## config.mk

```make
export PLATFORM = sky130hd
export DESIGN_NAME = servo_pwm
export DESIGN_NICKNAME = d
export VERILOG_FILES = /design/src/rtl/servo_pwm.sv
export SDC_FILE = /design/constraint.sdc
export NUM_CORES = 1
export LEC_CHECK = 0
export ABC_CLOCK_PERIOD_IN_PS = 6300
export BUFFER_PORTS_ARGS = -buffer_cell sky130_fd_sc_hd__buf_2
export CAP_MARGIN = 20
export CORE_MARGIN = 10
export CORE_UTILIZATION = 60
export CTS_CLUSTER_SIZE = 24
export DETAILED_ROUTE_END_ITERATION = 7
export GPL_TIMING_DRIVEN = 0
export PLACE_DENSITY = 0.77
export SLEW_MARGIN = 10
export SYNTH_ARGS = -nofsm -noshare
export SYNTH_HDL_FRONTEND = slang
export SYNTH_SLANG_ARGS = --single-unit
```

## constraint.sdc

```tcl
create_clock -name clk -period 6.3 [get_ports clk]
set_input_delay 0.315 -clock clk [delete_from_list [all_inputs] [get_ports clk]]
set_output_delay 0.315 -clock clk [all_outputs]
set_load 0.01 [all_outputs]
```

## src/rtl/servo_pwm.sv

```systemverilog
// servo_pwm: frame-based servo pulse generator with per-frame slew-limited pulse width
module servo_pwm #(
  parameter int FRAME  = 1000000,
  parameter int CENTER = 75000,
  parameter int SMALL  = 12500,
  parameter int BIG    = 25000,
  parameter int STEP   = 2500,
  parameter int CW     = 20
) (
  input  logic       rst,
  input  logic       clk,
  input  logic [2:0] front_wheel,
  input  logic       en,
  output logic       pwm,
  output logic       settled,
  output logic       frame_start
);
  localparam logic IDLE = 1'b0;
  localparam logic RUN  = 1'b1;
  logic          state;
  logic [CW-1:0] fcnt, cur, target, diff, nxt;
  logic          last, up;
  always_comb begin
    target = front_wheel == 3'b001 ? CW'(CENTER - SMALL) :
             front_wheel == 3'b011 ? CW'(CENTER - BIG) :
             front_wheel == 3'b101 ? CW'(CENTER + SMALL) :
             front_wheel == 3'b111 ? CW'(CENTER + BIG) : CW'(CENTER);
    up   = target > cur;
    diff = up ? target - cur : cur - target;
    // both operands stay inside [target, cur] so the step never wraps
    nxt  = diff <= CW'(STEP) ? target : up ? cur + CW'(STEP) : cur - CW'(STEP);
    last = fcnt == CW'(FRAME - 1);
  end
  always_ff @(posedge clk or negedge rst) begin
    if (!rst) begin
      fcnt        <= '0;
      cur         <= CW'(CENTER);
      state       <= IDLE;
      pwm         <= 1'b0;
      settled     <= 1'b1;
      frame_start <= 1'b0;
    end else begin
      fcnt <= last ? '0 : fcnt + 1'b1;
      if (last) begin
        state <= en ? RUN : IDLE;
        if (state == RUN) cur <= nxt;
      end
      pwm         <= state == RUN && fcnt < cur;
      frame_start <= fcnt == '0;
      settled     <= cur == target;
    end
  end
endmodule

```

## Word level (Yosys, flattened, before mapping)

Cells that the tools add are included.

- $add $sub $neg: 5
- $mul: 0
- Divide/modulo/power cells: 0
- Order comparisons: 3
- Eq/ne operators: 6
- Shifts and indexed selects: 0
- Muxes and demuxes: 9
- Bitwise operators: 0
- Reductions and logical operators: 3

Operators by type and width:

| cell | count |
|---|---|
| 20-bit 2-to-1 mux | 4 |
| 17-bit 2-to-1 mux | 2 |
| 16-bit 2-to-1 mux | 2 |
| 20-bit by 1-bit adder with 20-bit output (second input constant) | 1 |
| 20-bit by 12-bit adder with 20-bit output (second input constant) | 1 |
| 20-bit by 17-bit equality test with 1-bit output | 1 |
| 20-bit equality test (second input constant) | 1 |
| 17-bit by 20-bit > comparator with 1-bit output | 1 |
| 20-bit by 12-bit <= comparator with 1-bit output (second input constant) | 1 |
| 20-bit logical NOT | 1 |
| 20-bit less-than comparator | 1 |
| 17-bit by 20-bit subtractor with 20-bit output | 1 |
| 20-bit by 12-bit subtractor with 20-bit output (second input constant) | 1 |
| 20-bit by 17-bit subtractor with 20-bit output | 1 |
| 3-bit equality test (second input constant) | 2 |
| 3-bit by 1-bit equality test with 1-bit output (second input constant) | 1 |
| 3-bit by 2-bit equality test with 1-bit output (second input constant) | 1 |
| 2-bit AND reduction | 1 |
| 1-bit logical AND | 1 |
| 1-bit 2-to-1 mux | 1 |

- Flip-flop bits (word level): 44
- Bits in latches: 0
- Bits in writable memories: 0
- ROM bits: 0
- Bits of input ports: 6
- Output and inout bits: 3
- Logic and storage cells: 32
- Memories: 0

## Logic depth before layout (Yosys ltp)

- Depth in word-level cells: 9
- Depth in mapped cells: 24
- Depth with buffers taken out: 21

## Worst setup path before layout

OpenSTA, ideal clock, no wires.

- Path type: reg-to-reg
- Start point: reg cur[2]
- End point: reg cur[19]
- Setup time: 0.125 ns
- Arrival: 4.721 ns
- Required time: 6.175 ns
- Slack: 1.454 ns
- Cell stages (with the launch flop): 22
- Buffers on the path: 1
- Period minus slack after synthesis: 4.846 ns
- Cell sequence: dfrtp_1 -> inv_1 -> ha_1 -> inv_1 -> fa_1 -> a21boi_0 -> o221a_1 -> a211oi_2 -> a21oi_1 -> or3b_1 -> buf_6 -> clkinv_1 -> ha_1 -> or2_2 -> a21o_1 -> a31oi_1 -> o21ai_0 -> a2111oi_0 -> nor3_1 -> a31o_2 -> mux2i_1 -> o21ai_1

- Longest elaborated chain between the ends: 4
- Elaborated cells on any way between the ends: 9
- Those cells by class: add/sub: 4; order compare: 2; mux: 3

Ends and longest elaborated chain:

| item | line | text |
|---|---|---|
| start, declared | 21 | `logic [CW-1:0] fcnt, cur, target, diff, nxt;` |
| start signal, assigned | 37 | `cur <= CW'(CENTER);` |
| start signal, assigned | 46 | `if (state == RUN) cur <= nxt;` |
| 20-bit by 17-bit subtractor with 20-bit output (tied with other cells) | 29 | `diff = up ? target - cur : cur - target;` |
| 20-bit 2-to-1 mux | 29 |  |
| 20-bit by 12-bit <= comparator with 1-bit output | 31 | `nxt = diff <= CW'(STEP) ? target : up ? cur + CW'(STEP) : cur - CW'(STEP);` |
| 20-bit 2-to-1 mux (*) | 31 |  |

Mark *: on every way between the ends. The rest lies on a longest branch, timed or not.
A chain may end at the register's enable or synchronous reset.

## Worst setup path in the final report

Same ends and word-level chain as after synthesis.

==> reports/summary.log <==
[power_and_ir_drop] total internal power 385 uW
[synth] YS warnings 0
[final_layout] diode count 0
[clock_tree] cells resized by post-CTS repair 0
[clock_tree] Num CTS Buffers 5
[clock_tree] root buffer cell clkbuf_8
[critical_path] Critical Path Stages 21
[global_routing] GRT overflow 0
[sta] RSZ-0062 raised after global routing no
[sta] Final Hold Violating Endpoints 0
[critical_path] critical path buffer and inverter count 3
[power_and_ir_drop] Flop pwr share 0.497
[global_routing] GRT Overall Usage 0.203
[power_and_ir_drop] power spent charging and discharging nets 158 uW
[routing] number of antenna-violating nets in the routed design 0
[critical_path] worst stage delay on the critical path 0.48 ns
[final_layout] P&R area growth vs syn 5.48%
[routing] vias 4314
[final_layout] area taken by flip-flops and latches 1060 um2
[power_and_ir_drop] share of total power in combinational logic 0.181
[power_and_ir_drop] total power per unit cell area 109 nW/um2
[final_layout] Post-layout nets 662
[clock_tree] clock slew at reported path FFs 0.08 ns
[sta] transition at the pin with the smallest max-transition slack 0.928 ns
[global_routing] via count of the first global-routing pass 4016
[floorplanning] die height 109 um
[routing] number of DRC markers after the initial detailed-route iteration 269
[floorplanning] Die Span X 109 um
[final_layout] post-layout util 0.649
[power_and_ir_drop] Clock Power Share 0.322
[sta] setup violators final 0
[routing] vias per cell 6.23
[sta] aggregate negative setup slack 0 ns
[synth] number of enable-type register cells in the synthesized netlist 0
[clock_tree] number of clock sinks 42
[outcome] outcome complete, no violations
[synth] Cell Area, Synth 4730 um2
[floorplanning] Rows 32
[synth] count of distinct cell types in the synthesized netlist 73
[synth] asr flop ratio synth 1.00
[critical_path] ordered cell list for the critical path inv_1 -> ha_1 -> inv_1 -> fa_1 -> a21boi_0 -> o221a_1 -> a211oi_2 -> a21oi_1 -> or3b_1 -> buf_6 -> ha_1 -> a211oi_1 -> o21a_1 -> o21ai_0 -> a31oi_1 -> o21ai_0 -> a2111oi_0 -> nor3_1 -> a31o_2 -> mux2i_1 -> o21ai_1
[power_and_ir_drop] Leakage 2.48 nW
[routing] drt wl/cell 17.1 um
[sta] final critical delay including setup and external delays 5.69 ns
[routing] drt drc 0
[critical_path] Reg-to-Reg Start cur[2]
[floorplanning] Placeable Area 7690 um2
[global_routing] wire length of the first global-routing pass 19500 um
[final_layout] final-layout fill cell count 674
[global_routing] maximum number of pins on one net before global-route repair 43
[critical_path] nature of the critical path endpoint flop
[min_path] Tightest Hold Check Type primary input to async pin
[power_and_ir_drop] Tot Pwr 543 uW
[critical_path] maximum net fanout on the critical path 16
[critical_path] data arrival at the endpoint of the critical path 5.88 ns
[critical_path] critical path launch point type flop
[critical_path] slack of the worst reg-to-reg path 0.61 ns
[synth] total of flip-flops plus latches after synthesis 42
[synth] synthesized instance count 574
[critical_path] classification of the worst setup path flop to flop
[sta] final worst clock skew 0.00572 ns
[global_routing] initial antenna violation count 0
[power_and_ir_drop] proportion of total power due to net switching 0.292
[sta] Slew HR 0.381
[clock_tree] setup bufs post-CTS 0
[clock_tree] CTS H-tree depth 2
[place] number of input and output port buffers inserted 8
[critical_path] depth of the worst register-to-register path 21
[critical_path] Critical Path RT 6.49 ns
[final_layout] ratio of cells with drive above 1 in the final layout 0.0914
[sta] post-route fraction of the period consumed by the critical path 0.903
[synth] sequential-to-total area share from yosys stat 0.225
[routing] 1st-pass router iterations 5
[synth] most instantiated flip-flop cell in the synthesis netlist dfrtp_1
[power_and_ir_drop] Max rail drop VDD 83.8 uV
[floorplanning] initial standard-cell utilization of the core 0.615
[final_layout] footprint of the multi-input gates 3390 um2
[clock_tree] CTS tree done
[run] max-capacitance violation count 0
[critical_path] critical register-to-register path endpoint cur[19]
[floorplanning] # IOs 9
[place] total half-perimeter wirelength after legalization and detailed placement 9510 um
[critical_path] Critical-path top delay cell fa_1
[clock_tree] maximum number of buffers from clock root to sink 2
[floorplanning] full die area 11800 um2
[sta] Slew Viols, Final 0
[critical_path] crit-path leading delay family compound AO/OA/AOI/OAI gates
[clock_tree] total of hold buffers inserted after clock tree synthesis 0
[clock_tree] Clk Latency, worst-skew pair 0.30 ns
[place] routability-driven placement congestion ratio 0.924
[routing] total wire length 11900 um
[synth] nets in the synthesized netlist 646
[sta] final hold slack 0.149 ns
[synth] average size of a mapped cell 8.24 um2
[sta] FMAX 176 MHz
==> cells by family after synthesis <==
family          Yosys count  share of synthesized area
compound gates          145                      0.205
simple gates            197                      0.211
mux                      16                     0.0347
flops                    42                      0.225
fa+ha+maj                66                      0.178
buf+inv                  61                     0.0595
xor+xnor                 47                     0.0870
==> power groups by stage <==
stage	clock [mW]	combinational [mW]	sequential [mW]
global route	0.188	0.109	0.270
global placement	0	0.0940	0.275
floorplan	0	0.0707	0.275
CTS	0.177	0.0974	0.270
finish	0.175	0.0984	0.270
detailed placement	0	0.0968	0.275
==> sequential cells by signal, indices dropped and copies added (netlist names) <==
signal       flops
settled          1
state            1
cur             18
fcnt            20
frame_start      1
pwm              1
==> synth_stat cells (all sizes together), types with 9 or more instances <==
| library cell | n | share of area |
|---|---|---|
| nand2 | 48 | 0.038 |
| nand2b | 9 | 0.012 |
| a21oi | 26 | 0.028 |
| inv | 39 | 0.031 |
| o21ai | 46 | 0.049 |
| ha | 64 | 0.17 |
| dfstp | 9 | 0.050 |
| xor2 | 17 | 0.031 |
| xnor2 | 30 | 0.056 |
| buf | 13 | 0.021 |
| mux2i | 13 | 0.028 |
| a21o | 13 | 0.021 |
| dfrtp | 33 | 0.17 |
| nor4 | 9 | 0.012 |
| nand3 | 23 | 0.024 |
| nor2 | 47 | 0.039 |
| nor3 | 17 | 0.019 |
==> layout by cell type, fill, tap and decap left out, types with 3 or more instances in the layout <==
cell,netlist,routed
a2111oi_0,3,3
a211oi_1,5,5
a21boi_0,3,3
a21o_1,13,13
a21oi_1,25,25
a31oi_1,5,5
and3_1,7,7
buf_2,6,14
buf_6,5,5
clkbuf_1,8,9
clkbuf_8,0,5
dfrtp_1,33,33
dfstp_2,9,9
ha_1,64,64
inv_1,38,38
mux2_2,3,3
mux2i_1,13,13
nand2_1,48,48
nand2b_1,9,9
nand3_1,23,23
nand3b_1,3,3
nand4_1,7,7
nor2_1,46,46
nor2b_1,7,7
nor3_1,16,16
nor4_1,9,9
nor4b_1,3,3
o211ai_1,4,4
o21a_1,8,8
o21ai_0,32,32
o21ai_1,13,13
o21bai_1,4,4
o22ai_1,3,3
or3_1,4,4
xnor2_1,30,30
xor2_1,17,17
==> area by class of cell <==
| class | count | area share |
|---|---|---|
| multi-input cells | 471 | 0.679 |
| flip-flops and latches | 42 | 0.213 |
| inverters | 40 | 0.0301 |
| plain buffers | 21 | 0.0263 |
| well taps | 102 | 0.0256 |
| clock buffers | 6 | 0.0145 |
| repair buffers | 9 | 0.00903 |
| clock inverters | 2 | 0.00276 |
==> stage by stage <==
step                      setup WS, ns  cell area, um2  std cells
after global placement           0.595            4900        684
after floorplan                   1.45            4730        574
final                            0.609            4990        693
after CTS                        0.630            4980        692
after global routing             0.323            4990        693
after detailed placement         0.494            4900        684
==> how the worst max path moves through the flow <==
stage	from	end	slack, ns
2_1_floorplan	cur[2]	cur[19]	1.45
3_3_place_gp	front_wheel[0]	cur[19]	0.59
3_5_place_dp	front_wheel[0]	cur[19]	0.49
4_1_cts	cur[2]	cur[19]	0.63
5_1_grt	cur[2]	cur[19]	0.32
6_report	cur[2]	cur[19]	0.61
==> layer usage <==
layer,vias up,track usage,share of wire
li1,2098,-,-
met1,2082,0.275,0.46
met2,120,0.328,0.46
met3,14,0.0301,0.057
met4,0,0.0537,0.017
met5,-,0,0
(Power assumes the default switching activity.)
